$ cat src/rtl/booth_pkg.sv
// Shared types and Booth recoding helper for the radix-4 signed multiplier.
package booth_pkg;

    typedef enum logic [1:0] {
        IDLE,
        CALC,
        DONE
    } state_t;

    typedef enum logic [2:0] {
        PP_ZERO,
        PP_POS1,
        PP_POS2,
        PP_NEG1,
        PP_NEG2
    } pp_sel_t;

    // Bits are {q[1], q[0], q_m1}.
    function automatic pp_sel_t booth_recode(input logic [2:0] bits);
        pp_sel_t sel;
        case (bits)
            3'b001, 3'b010: sel = PP_POS1;
            3'b011:         sel = PP_POS2;
            3'b100:         sel = PP_NEG2;
            3'b101, 3'b110: sel = PP_NEG1;
            default:        sel = PP_ZERO;
        endcase
        return sel;
    endfunction

endpackage

$ cat src/rtl/booth_pp_gen.sv
// Combinational partial-product generator: selects 0, +-M or +-2M at WIDTH+2 bits.
module booth_pp_gen
    import booth_pkg::*;
#(
    parameter int WIDTH = 32
) (
    input  logic [WIDTH-1:0] mcand,
    input  pp_sel_t          sel,
    output logic [WIDTH+1:0] pp
);

    logic [WIDTH+1:0] m1;
    logic [WIDTH+1:0] m2;

    assign m1 = {{2{mcand[WIDTH-1]}}, mcand};
    assign m2 = {m1[WIDTH:0], 1'b0};

    always_comb begin
        pp = '0;
        case (sel)
            PP_POS1: pp = m1;
            PP_POS2: pp = m2;
            PP_NEG1: pp = -m1;
            PP_NEG2: pp = -m2;
            default: pp = '0;
        endcase
    end

endmodule

$ cat src/rtl/booth_mul_ctrl.sv
// Radix-4 Booth multiplier sequencer: operand handshake, WIDTH/2 add-and-shift
// steps over the {acc, q, q_m1} register, then a product handshake.
module booth_mul_ctrl
    import booth_pkg::*;
#(
    parameter int WIDTH = 32
) (
    input  logic                 clk,
    input  logic                 rst,
    input  logic                 in_valid,
    output logic                 in_ready,
    input  logic [WIDTH-1:0]     multiplicand,
    input  logic [WIDTH-1:0]     multiplier,
    output logic                 out_valid,
    input  logic                 out_ready,
    output logic [2*WIDTH-1:0]   product,
    output logic                 busy
);

    localparam int STEPS = WIDTH / 2;
    localparam int CW    = (STEPS > 1) ? $clog2(STEPS) : 1;

    state_t           state;
    state_t           state_n;
    logic [WIDTH+1:0] acc;
    logic [WIDTH-1:0] q;
    logic             q_m1;
    logic [WIDTH-1:0] mcand;
    logic [CW-1:0]    cnt;
    logic             rdy_q;
    logic             accept;
    logic             last_step;
    pp_sel_t          sel;
    logic [WIDTH+1:0] pp;
    logic [WIDTH+1:0] sum;

    booth_pp_gen #(
        .WIDTH (WIDTH)
    ) u_pp_gen (
        .mcand (mcand),
        .sel   (sel),
        .pp    (pp)
    );

    assign sel       = booth_recode({q[1:0], q_m1});
    assign sum       = acc + pp;
    assign last_step = (cnt == CW'(STEPS - 1));

    // rdy_q keeps in_ready low during reset without a combinational path from rst.
    assign in_ready  = (state == IDLE) && rdy_q;
    assign accept    = in_ready && in_valid;
    assign out_valid = (state == DONE);
    assign busy      = (state != IDLE);
    assign product   = {acc[WIDTH-1:0], q};

    always_ff @(posedge clk or posedge rst) begin
        if (rst) begin
            state <= IDLE;
            rdy_q <= 1'b0;
        end else begin
            state <= state_n;
            rdy_q <= 1'b1;
        end
    end

    always_comb begin
        state_n = state;
        case (state)
            IDLE:    if (accept)    state_n = CALC;
            CALC:    if (last_step) state_n = DONE;
            DONE:    if (out_ready) state_n = IDLE;
            default: state_n = IDLE;
        endcase
    end

    always_ff @(posedge clk or posedge rst) begin
        if (rst) begin
            acc   <= '0;
            q     <= '0;
            q_m1  <= 1'b0;
            mcand <= '0;
            cnt   <= '0;
        end else if (accept) begin
            mcand <= multiplicand;
            q     <= multiplier;
            acc   <= '0;
            q_m1  <= 1'b0;
            cnt   <= '0;
        end else if (state == CALC) begin
            q_m1 <= q[1];
            q    <= {sum[1:0], q[WIDTH-1:2]};
            acc  <= {sum[WIDTH+1], sum[WIDTH+1], sum[WIDTH+1:2]};
            cnt  <= cnt + CW'(1);
        end
    end

endmodule

$ cat config.mk
export PLATFORM = sky130hd
export DESIGN_NAME = booth_mul_ctrl
export DESIGN_NICKNAME = d
export VERILOG_FILES = /design/src/rtl/booth_pkg.sv /design/src/rtl/booth_pp_gen.sv /design/src/rtl/booth_mul_ctrl.sv
export SDC_FILE = /design/constraint.sdc
export NUM_CORES = 1
export LEC_CHECK = 0
export CORE_UTILIZATION = 55
export CTS_BUF_LIST = sky130_fd_sc_hd__clkbuf_4 sky130_fd_sc_hd__clkbuf_8
export DETAILED_ROUTE_END_ITERATION = 6
export PLACE_DENSITY_LB_ADDON = 0.12
export SLEW_MARGIN = 0
export SYNTH_ARGS = -nofsm -noshare
export SYNTH_HDL_FRONTEND = slang
export SYNTH_SLANG_ARGS = --single-unit
export TNS_END_PERCENT = 30
$ cat constraint.sdc
create_clock -name clk -period 7.4 [get_ports clk]
set_input_delay 1.48 -clock clk [delete_from_list [all_inputs] [get_ports clk]]
set_output_delay 1.48 -clock clk [all_outputs]
set_load 0.005 [all_outputs]
Word level (Yosys, flattened, before mapping):

Index checks and enable logic that the tools add are counted.

* bits in registers: 106
* latch bits: 0
* memory bits (writable): 0
* ROM bits: 0
* input port bits: 68
* output and inout bits: 67
* memories kept: 0

* add/subtract/negate cells: 4
* multipliers: 0
* div/mod/pow operators: 0
* order comparisons: 0
* eq/ne operators: 16
* shift operators: 0
* muxes and demuxes: 14
* bitwise logic cells: 0
* reductions and logical operators: 8

Operators by type and width (count)
* one-hot mux 34 bit (4 select lines): 1
* two-way mux 34 bit: 2
* negation 34 bit: 2
* two-way mux 32 bit: 2
* adder 34 bit: 1
* == test 3 x 2 -> 1 bit (second input constant): 4
* == test 3 bit (second input constant): 4
* one-hot mux 3 bit (4 select lines): 1
* two-way mux 4 bit: 2
* == test 3 x 1 -> 1 bit (second input constant): 2
* two-way mux 2 bit: 3
* one-hot mux 2 bit (3 select lines): 1
* adder 4 x 1 -> 4 bit (second input constant): 1
* == test 4 bit (second input constant): 1
* != test 2 bit (second input constant): 2
* nonzero test 2 bit: 2
* OR reduction 2 bit: 2
* AND reduction 3 bit: 1
* == test 2 x 1 -> 1 bit (second input constant): 1
* == test 2 bit (second input constant): 1
* logical AND 1 bit: 2
* zero test 2 bit: 1
* two-way mux 1 bit: 2
* != test 2 x 1 -> 1 bit (second input constant): 1

Depth between registers and ports, before layout:

* word-level depth: 8
* gate-level depth with buffers: 22
* depth with buffers taken out: 21

By module:

From an unflattened synthesis, not the netlist that was laid out.

* cells, all modules: 1000
* area, all modules: 8010.2 um^2

Modules (own cells, without submodules)
* booth_mul_ctrl: instances 1, cells each 675, area an instance 5929.4 um^2
* booth_pp_gen: instances 1, cells each 325, area an instance 2080.7 um^2

Worst setup path before layout:

OpenSTA, ideal clock, no wires.

* path kind: flip-flop to flip-flop
* start: reg mcand[1]
* end: reg acc[32]
* setup time: 0.078 ns
* data arrival time: 4.599 ns
* path slack: 2.723 ns
* stages on the path, launching flop included: 21
* path through: dfrtp_1 -> inv_1 -> ha_1 -> or4b_4 -> buf_6 -> or2_2 -> or4_1 -> nand2_1 -> xnor2_1 -> a22oi_1 -> nand2_1 -> ha_1 -> and2_1 -> a221o_1 -> a311oi_1 -> nand2_1 -> o21ai_1 -> a21oi_1 -> or4_1 -> a211oi_2 -> o21bai_1

* word-level cells in the longest chain between the ends: 5

Ends and longest elaborated chain
* start, declared: line booth_mul_ctrl.sv:28 `logic [WIDTH-1:0] mcand;`
* start signal, assigned: line booth_mul_ctrl.sv:84 `mcand <= multiplicand;`
* negation 34 bit (on tied branches): line booth_pp_gen.sv:23, booth_pp_gen.sv:24
* one-hot mux 34 bit (4 select lines) (*): line booth_pp_gen.sv:20 `case (sel)`
* adder 34 bit (*): line booth_mul_ctrl.sv:46 `assign sum = acc + pp;`
* two-way mux 34 bit (*): line booth_mul_ctrl.sv:89 `end else if (state == CALC) begin`
* two-way mux 34 bit (*): line booth_mul_ctrl.sv:83 `end else if (accept) begin`
* end signal, assigned: line booth_mul_ctrl.sv:92 `acc <= {sum[WIDTH+1], sum[WIDTH+1], sum[WIDTH+1:2]};`
* end, declared: line booth_mul_ctrl.sv:25 `logic [WIDTH+1:0] acc;`

Every way passes the cells marked *; elsewhere a longest branch is shown, timed or not. The select of a mux whose other input is x is not followed.
A chain may end at the register's enable or synchronous reset.

Final worst setup path:

* start: reg q_m1
* end: reg acc[32]

* word-level cells in the longest chain between the ends: 8

Ends and longest elaborated chain
* start, declared: line booth_mul_ctrl.sv:27 `logic q_m1;`
* start signal, assigned: line booth_mul_ctrl.sv:90 `q_m1 <= q[1];`
* == test 3 bit (tied with other cells): line booth_pkg.sv:21 `case (bits)`
* OR reduction 2 bit: line booth_pkg.sv:21
* one-hot mux 3 bit (4 select lines) (*): line booth_pkg.sv:21
* == test 3 bit (tied with other cells): line booth_pp_gen.sv:20
* one-hot mux 34 bit (4 select lines) (*): line booth_pp_gen.sv:20
* adder 34 bit (*): line booth_mul_ctrl.sv:46
* two-way mux 34 bit (*): line booth_mul_ctrl.sv:89
* two-way mux 34 bit (*): line booth_mul_ctrl.sv:83

Marked as above.

==> flow_metrics.py <==
metrics = {
    "floorplanning": {
        "die_h_um": 119,
        "start_util_pct": 56.4,
        "row_count": 42,
        "io_pins": 135,
        "dieArea_sq_um": 14100,
        "core_sq_um": 13300,
        "fp.dieW_um": 119,
    },
    "timing": {
        "slew_headroom_pct": 27.6,
        "min_period_ns": 5.45,
        "drv_slew": 0,
        "setup_tns_ns": 0,
        "fin_skew_ns": 0.0219,
        "fmaxAchievable_ghz": 0.184,
        "timing.final.ws_setup_ns": 1.95,
        "finalHoldViolCount": 0,
        "rsz0062_at_grt": "false",
        "setup_viol": 0,
        "post-route-period-util_pct": 73.6,
        "tightest_slew_ns": 1.09,
    },
    "cells_and_area": {
        "num_antenna_cells": 0,
        "nets": 1079,
        "fin_area_sq_um": 9080,
        "n_fill_cell": 1137,
        "area_growth_pct": 21.1,
        "drive_gt1_share_pct": 7.76,
    },
    "yosys": {
        "ys_warn_count": 0,
        "synthMuxAreaShare_pct": 5.16,
        "synth_top_cell_area_share_pct": 34.7,
        "synth.area.top_cells": "dfrtp_1 35%, nand2_1 8.7%, ha_1 5.8%, xnor2_1 5.5%, mux2_2 4.4%",
        "synth_nets": 988,
        "synth-compound-area-share_pct": 21.6,
        "yosysMostFrequentCell": "nand2_1",
        "synth_simple_gate_area_share_pct": 20.1,
        "synthFlopType": "dfrtp_1",
        "ys_types": 66,
        "synth.largest_area_cell": "dfrtp_1",
        "synth_common_cells": "173 x nand2_1, 104 x dfrtp_1, 52 x o21ai_0, 51 x nor2_1",
        "synth_top_family_by_area": "compound AO/OA/AOI/OAI gates",
        "async_flop_share_pct": 100,
        "synth-adder-area-share_pct": 6.11,
        "syn-instance-count": 884,
        "synth_edf_count": 0,
        "ys_seq_elements": 104,
        "postSynthAreaPerCell_sq_um": 8.48,
        "ys_seq_area_share_pct": 34.7,
        "synth_area_sq_um": 7500,
        "synth_xor_xnor_area_share_pct": 8.06,
    },
    "setup_path": {
        "crit_arrival_ns": 5.77,
        "crit_path_end_kind": "flip-flop",
        "worst_ep_required_time_ns": 7.72,
        "critPathKind": "flip-flop to flip-flop",
        "timing.rr.start": "q_m1",
        "worstPathMaxFanout": 28,
        "rr_worst_depth": 13,
        "start_kind": "flip-flop",
        "startpoint": "q_m1",
        "reg2reg_to": "acc[32]",
        "r2r_slack_ns": 1.95,
    },
    "hold_path": {
        "min_path_cells": 2,
        "min_to": "q[16]",
        "hp-class": "flip-flop to flip-flop",
        "hp-start": "q[16]",
    },
    "pwr": {
        "swShare_pct": 47.9,
        "vdd_drop_max_mv": 0.370,
        "net-switching-power_w": 0.00251,
        "p_int_w": 0.00273,
        "clkPwrFrac_pct": 7.7,
        "power.density_nw_per_um2": 577,
        "comb_power_share_pct": 67.8,
        "leakage_nw": 3.77,
        "power_w": 0.00524,
        "seqPwrFrac_pct": 24.5,
    },
    "routing": {
        "drtIter0Drc": 624,
        "wl_per_cell_um": 17.3,
        "ant_nets": 0,
        "remaining_drc_errors": 0,
        "wl_met3_mm": 1.58,
        "highest_layer": "met4",
        "dr_wl_met2_mm": 8.98,
        "vias": 6919,
        "viasPerCell": 5.99,
        "firstDrtPassIters": 5,
        "wl_met1_mm": 9.02,
        "drt_wl_total_mm": 19.9,
    },
    "place": {
        "dpl.hpwl_mm": 14.0,
        "pre_cts_slack_ns": 2.13,
        "port-buffer-count": 134,
        "routabilityCongestion": 0.904,
        "place_area_sq_um": 8860,
    },
    "global_routing": {
        "antenna_found_initial": 0,
        "track_usage_pct": 29.1,
        "grt_pass1_vias": 6577,
        "grt_max_degree": 64,
        "grt_overflow": 0,
        "grt_pass1_wl_mm": 32.8,
    },
    "cts": {
        "cts_resized": 0,
        "htreeDepth": 3,
        "cts.path.max_buffers": 2,
        "cts_tree": "done",
        "path_clk_slew_ns": 0.10,
        "cts.sinks": 104,
        "clock_latency_ns": 0.40,
        "root_buffer": "clkbuf_8",
        "postCtsSetupBuffers": 0,
        "cts_inserted_buffers": 9,
        "hold_buffers": 0,
    },
    "run": {
        "maxCapViolations": 0,
    },
    "outcome": {
        "outcome": "complete, no violations",
    },
}
-- power by group through the flow --
stage               registers (W)  clock network, W  logic [W]
floorplan                 0.00111                 0    0.00266
global placement          0.00128                 0    0.00346
detailed placement        0.00128                 0    0.00349
CTS                       0.00127          0.000413    0.00352
global route              0.00133          0.000435    0.00396
finish                    0.00128          0.000405    0.00355
-- critical path, cell delays in order (launching register included) --
cell      delay [ns]
dfrtp_1         0.69
nor2_1          0.72
nand2_1         0.72
o311ai_0        0.60
ha_1            0.36
a21o_1          0.20
a221o_1         0.31
a311oi_1        0.38
nand2_1         0.13
o21ai_1         0.24
a21oi_1         0.12
or4_1           0.53
a211oi_2        0.23
o21bai_1        0.14
-- final cells by class --
class / instances / area [sq um] / share of cell area, %
clock buffers: 11 / 139 / 1.53
inverters: 17 / 66.3 / 0.730
clock inverters: 5 / 78.8 / 0.868
multi-input cells: 705 / 4600 / 50.7
well taps: 176 / 220 / 2.43
repair buffers: 138 / 1370 / 15.1
flip-flops and latches: 104 / 2600 / 28.7
-- stage by stage --
step,instances,hold slack (ns),utilization (%)
detailed placement,1140,0.492,66.6
CTS,1156,0.521,68.3
finish,1156,0.516,68.3
global placement,1140,0.486,66.6
floorplan,884,0.490,-
global route,1156,0.542,68.3
-- state kept, by name, indices dropped and copies added, names as in the netlist --
signal,cells
state,2
mcand,32
rdy_q,1
q,32
acc,32
cnt,4
q_m1,1
-- cells in the final DEF, fill, tap and decap left out, types with 29 or more instances in the layout --
master           Yosys  layout
a21oi_1             45      45
o21ai_0             52      52
dfrtp_1            104     104
mux2_2              29      29
a22oi_1             40      40
xnor2_1             47      47
nor2_1              51      50
clkdlybuf4s50_1      0     134
ha_1                35      35
nand2_1            173     173
-- how the worst max path moves through the flow --
stage          endpoint  slack, ns  cells past startpoint
6_report        acc[32]       1.95                     13
2_1_floorplan   acc[32]       2.72                     20
5_1_grt         acc[32]       1.58                     13
3_5_place_dp    acc[32]       2.13                     13
3_3_place_gp    acc[32]       2.22                     13
4_1_cts         acc[32]       2.06                     13
-- kinds of logic after synthesis --
family	after synthesis
compound gates	246
mux	35
xor+xnor	69
fa+ha+maj	36
other cells	1
flops	104
simple gates	318
buf+inv	75
-- per-layer routing --
metal,vias to the layer above,GRT usage [%]
li1,3352,-
met1,3270,39.2
met2,266,45.3
met3,31,8.11
met4,0,9.18
met5,-,0
(Power assumes the default switching activity.)
